<file path="src/rtl/regfile_read_port.sv">
// Register-file read port: NUM_REGS x WIDTH flop storage (reg 0 tied to zero),
// one write port, and a two-operand read path. Each request is answered one
// cycle later from a single-entry response buffer with valid/ready on both sides.

// One storage register: enabled D flip-flop with async clear.
module regfile_cell #(
  parameter int WIDTH = 32
) (
  input  logic             clk,
  input  logic             reset,
  input  logic             en,
  input  logic [WIDTH-1:0] d,
  output logic [WIDTH-1:0] q
);

  // Load on enable; clear on reset.
  always_ff @(posedge clk or posedge reset) begin
    if (reset)   q <= '0;
    else if (en) q <= d;
  end

endmodule

module regfile_read_port #(
  parameter int WIDTH    = 32,
  parameter int NUM_REGS = 32,
  parameter int AW       = 5
) (
  input  logic             clk,
  input  logic             reset,
  input  logic             wrenable,
  input  logic [AW-1:0]    writeaddr,
  input  logic [WIDTH-1:0] writedata,
  input  logic             req_valid,
  output logic             req_ready,
  input  logic [AW-1:0]    req_addr_a,
  input  logic [AW-1:0]    req_addr_b,
  output logic             rsp_valid,
  input  logic             rsp_ready,
  output logic [WIDTH-1:0] rsp_data_a,
  output logic [WIDTH-1:0] rsp_data_b
);

  typedef enum logic {EMPTY, FULL} state_t;

  typedef struct packed {
    logic [WIDTH-1:0] a;
    logic [WIDTH-1:0] b;
  } rsp_t;

  logic [WIDTH-1:0] regs [NUM_REGS];
  logic [WIDTH-1:0] op_a, op_b;
  state_t           state, state_nxt;
  logic             accept;
  rsp_t             rsp_q;

  // Register 0 has no storage; it always reads zero.
  assign regs[0] = '0;

  // Storage array: one enabled cell per architectural register 1..NUM_REGS-1.
  for (genvar i = 1; i < NUM_REGS; i++) begin : g_reg
    logic wr_en;
    assign wr_en = wrenable && (writeaddr == AW'(i));
    regfile_cell #(.WIDTH(WIDTH)) u_cell (
      .clk   (clk),
      .reset (reset),
      .en    (wr_en),
      .d     (writedata),
      .q     (regs[i])
    );
  end

  // Operand select: zero register wins, then same-cycle write bypass, then storage.
  always_comb begin
    op_a = regs[req_addr_a];
    if (wrenable && (writeaddr == req_addr_a)) op_a = writedata;
    if (req_addr_a == '0)                      op_a = '0;
    op_b = regs[req_addr_b];
    if (wrenable && (writeaddr == req_addr_b)) op_b = writedata;
    if (req_addr_b == '0)                      op_b = '0;
  end

  // Buffer occupancy register.
  always_ff @(posedge clk or posedge reset) begin
    if (reset) state <= EMPTY;
    else       state <= state_nxt;
  end

  // Handshake and next-state: the buffer can take a new request when it is
  // empty or is being drained this cycle, so a full buffer streams 1/cycle.
  always_comb begin
    state_nxt = state;
    req_ready = (state == EMPTY) || rsp_ready;
    accept    = req_valid && req_ready;
    case (state)
      EMPTY:   if (accept) state_nxt = FULL;
      FULL:    if (rsp_ready) state_nxt = accept ? FULL : EMPTY;
      default: state_nxt = EMPTY;
    endcase
  end

  // Response buffer: snapshot operands on accept only, so a stalled response
  // is immune to later writes and data holds while the buffer is empty.
  always_ff @(posedge clk or posedge reset) begin
    if (reset)       rsp_q <= '0;
    else if (accept) rsp_q <= '{a: op_a, b: op_b};
  end

  assign rsp_valid  = (state == FULL);
  assign rsp_data_a = rsp_q.a;
  assign rsp_data_b = rsp_q.b;

endmodule

</file>
<file path="config.mk">
export PLATFORM = sky130hd
export DESIGN_NAME = regfile_read_port
export DESIGN_NICKNAME = d
export VERILOG_FILES = /design/src/rtl/regfile_read_port.sv
export SDC_FILE = /design/constraint.sdc
export NUM_CORES = 2
export LEC_CHECK = 0
export ABC_CLOCK_PERIOD_IN_PS = 58900
export CORE_UTILIZATION = 34
export DETAILED_ROUTE_END_ITERATION = 6
export PLACE_DENSITY = 0.55
export SYNTH_ARGS = -nofsm -noshare
export SYNTH_HDL_FRONTEND = slang
export SYNTH_SLANG_ARGS = --single-unit
</file>
<file path="constraint.sdc">
create_clock -name clk -period 58.9 [get_ports clk]
set_input_delay 8.835 -clock clk [delete_from_list [all_inputs] [get_ports clk]]
set_output_delay 8.835 -clock clk [all_outputs]
set_load 0.02 [all_outputs]
</file>
Word level (Yosys, flattened, before mapping). Index checks and enable logic that the tools add are counted.

Register bits: 1057. Input bits: 52. Output and inout bits: 66. Logic and storage cells: 122.

$lt $le $gt $ge: 2. Equal/unequal tests: 33. Mux-type cells: 13. Bitwise operators: 3. Reductions and logical operators: 37.

Operators with widths (number): $bmux 32 s5 (2); $mux 32 (8); $eq 5x5->1 const B (16); $eq 5x4->1 const B (8); $logic_and 1x1->1 (34); $eq 5x3->1 const B (4); $ge 6x6->1 const B (2); $not 5->6 (2); $eq 5x2->1 const B (2); $eq 5x5->1 (2); $logic_not 5->1 (2); $eq 5x1->1 const B (1); $mux 1 (2); $pmux 1 s2 (1); $logic_or 1x1->1 (1); $not 1->1 (1).

Logic depth before layout (Yosys ltp).
Depth after elaboration: 6. Gate-level depth with buffers: 10. Depth with buffers taken out: 5.

Modules after synthesis. Synthesis repeated with hierarchy kept, for this count alone.

Cell total of the unflattened synthesis: 3776. Area, all modules: 60907.2 um2.

By module, submodules not included: regfile_cell (instances 31, cells an instance 69, area each 1348.8 um2, sequential area each 800.8 um2); regfile_read_port (instances 1, cells an instance 1637, area each 19094.6 um2, sequential area each 1626.6 um2).

Least setup slack after synthesis. OpenSTA, ideal clock, no wires.

Kind: input-to-output. From: input rsp_ready. To: output req_ready. Arrival: 9.098 ns. Setup slack: 40.967 ns. Cell stages on the path: 1. Buffers on the path: 0. Cells stage by stage: nand2b_1.

Longest elaborated chain between the ends: 1.

RTL lines: from (decl) (RTL line 39) `input logic rsp_ready,`; $logic_or 1x1->1 (RTL line 93) `req_ready = (state == EMPTY) || rsp_ready;`; to (decl) (RTL line 35) `output logic req_ready,`.

Every way passes these cells.

Final worst setup path. Same ends and word-level chain as after synthesis.

==> results.cfg <==
[outcome]
outcome = finished, violations left
violations = DRC

[cts]
numCtsBuffers = 118
tritoncts = built
root_buffer = clkbuf_16
cts_sinks = 1057
cts_setup_buffers = 0
cts_resized = 0
path_clk_slew_ns = 0.06
holdBufCountCts = 0
cts_max_level = 3
insertion_delay_ns = 0.74
cts_buffer_depth = 3

[synth]
syn_avg_cell_area_sq_um = 14.7
synth.distinct_cells = 51
synth-async-reset-ratio_pct = 100
synth_largest_area_cell = dfrtp_1
syn_nets = 3868
yosysTopAreaCellShare_pct = 47.3
ys_seq_area_share_pct = 47.3
synthFlopType = dfrtp_1
ys_warn_count = 0
syn_area_sq_um = 56000
synthTopCellsByArea = dfrtp_1 (47%), mux2_2 (22%), mux4_2 (17%), mux2i_1 (2.5%), clkbuf_1 (1.4%)
netlist_instances = 3816
synth_edf_count = 0
yosys-top-cells-count = mux2_2 (1089), dfrtp_1 (1057), mux4_2 (416)
ys_ff_latch = 1057
synth.most_common_cell = mux2_2

[global_routing]
grt_usage_pct = 22.8
grt_pass1_wl_mm = 277
grt_max_degree = 131
overflow = 0
antenna_found_initial = 10
grt_pass1_vias = 37100

[hold_path]
worst_hold_path_type = register to register
hold_path.startpoint = g_reg[3].u_cell.q[22]

[floorplanning]
die_h_microns = 408
ios = 118
initial_utilization_pct = 34.3
fp.dieArea_sq_um = 166000
core_area_sq_um = 163000
row_count = 148
die_w_microns = 408

[layout]
drive_gt1_share_pct = 48.0
fill_cells = 15400
final_cell_area_sq_um = 62800
finish.utilization_pct = 38.5
syn_to_final_growth_pct = 12.3
fin_nets = 3782

[timing]
finClkSkew_ns = 0.0322
slew-limit-headroom_pct = 15.3
worst_pin_slew_ns = 1.27
whs_ns = 0.509
rsz0062_at_grt = no
finalCriticalPeriod_ns = 18.99
fmaxAchievable_mhz = 52.7
slew_violations = 0
fin_crit_sh_pct = 32.2
setup_viol = 0
tns_ns = 0
finalHoldViolCount = 0

[power]
internal_power_uw = 1560
switching_share_pct = 27.5
p_leak_uw = 0.0265
vdd_drop_max_v = 0.0000254
power.density_nw_per_um2 = 34.2
combinationalPowerShare_pct = 20.4
seqPwrFrac_pct = 45.3
switchingPower_uw = 590
power_frac_clock_pct = 34.3

[route]
drc = 1
drt_wl_total_mm = 190
drtPass1Iterations = 7
via_per_inst = 5.99
wl_per_cell_microns = 31.7
antenna_left = 0
drt-initial-drc-count = 3308
num_vias = 35900

[worst_setup_path]
end_kind = output port
critical_path_class = input pin to output port
r2r-start = rsp_valid
crit_fanout = 5
setup.worst_path.start_class = input pin
cp.required_ns = 50.07
cp-startpoint = rsp_ready
cp_data_arrival_time_ns = 10.15

[placed_design]
dpl_cell_area_sq_um = 59000
dp_hpwl_mm = 105
portBuffers = 117
place_congestion = 0.774

[run]
max-cap-violations = 0
[sequential cells by signal (all words and copies together) (netlist names)]
signal      count
rsp_data_a     32
g.u_cell.q    992
rsp_data_b     32
rsp_valid       1
[power groups by stage]
stage               Combinational, uW  Clock, uW  Sequential, uW
floorplan                         333          0             959
global placement                  432          0             975
detailed placement                440          0             983
CTS                               440        752             970
global route                      470        780             993
finish                            438        737             972
[placed cells by master (no fill, tap or decap), types with 33 or more instances in the layout]
cell type and instances:
a22oi_1 90, mux4_2 416, dfrtp_1 1057, o22ai_1 59, o21ai_0 46, mux2i_1 139, nor2b_1 33, mux2_2 1089
nand2_1 51, clkbuf_16 122, buf_4 91, clkdlybuf4s50_1 108, nor3_1 33
[metal layers]
layer | global-route usage (%) | vias to the layer above | share of wire, %
met2 | 35.7 | 1234 | 46
met5 | 0 | - | 0.034
li1 | - | 14600 | -
met3 | 4.09 | 307 | 6.8
met1 | 32.2 | 19800 | 44
met4 | 7.08 | 10 | 2.8
[final timing paths]
| kind | slack (ns) | endpoint | cells past startpoint |
|---|---|---|---|
| worst max-delay path | 39.91 | req_ready | 3 |
| worst min-delay path | 0.51 | g_reg[3].u_cell.q[22] | 1 |
| worst max register to register | 56.14 | rsp_data_a[2] | 7 |
| worst min register to register | 0.51 | g_reg[3].u_cell.q[22] | 1 |
| max in group asynchronous | 46.44 | g_reg[25].u_cell.q[25] | 6 |
| min in group asynchronous | 8.68 | g_reg[28].u_cell.q[5] | 2 |
[area by class of cell]
cell class	count	area, sq um	area share, %
antenna	3	7.51	0.0119
clock buffer	184	3600	5.72
clock inverter	25	228	0.362
inverter	12	52.6	0.0836
multi-input combinational	2331	27900	44.3
sequential	1057	26500	42.1
tap	2175	2720	4.33
timing repair buffer	210	1930	3.07
[critical path, cell delays in order]
cell and delay, ns:
clkdlybuf4s50_1 0.45, nand2b_1 0.22, clkdlybuf4s50_1 0.65
[per-stage QoR]
stage	setup slack (ns)	std cells	total power, uW
after floorplan	20.31	3816	1290
after CTS	39.90	5994	2160
after global routing	39.83	5995	2240
after global placement	39.88	5785	1410
after detailed placement	39.91	5785	1420
final	39.91	5997	2150
[logic make-up (layout without fill, tap and decap cells)]
| group | after synthesis | count (layout) | synth area share (%) |
|---|---|---|---|
| AOI/OAI and AO/OA | 412 | 412 | 5.43 |
| xor gates and xnor gates | 10 | 10 | 0.157 |
| buffers and inverters | 428 | 431 | 3.42 |
| DFF | 1057 | 1057 | 47.3 |
| muxes | 1664 | 1664 | 41.5 |
| other | 0 | 3 | 0 |
| and+or+nand+nor | 245 | 245 | 2.18 |
Note: power is estimated with default switching activity, not from simulation.
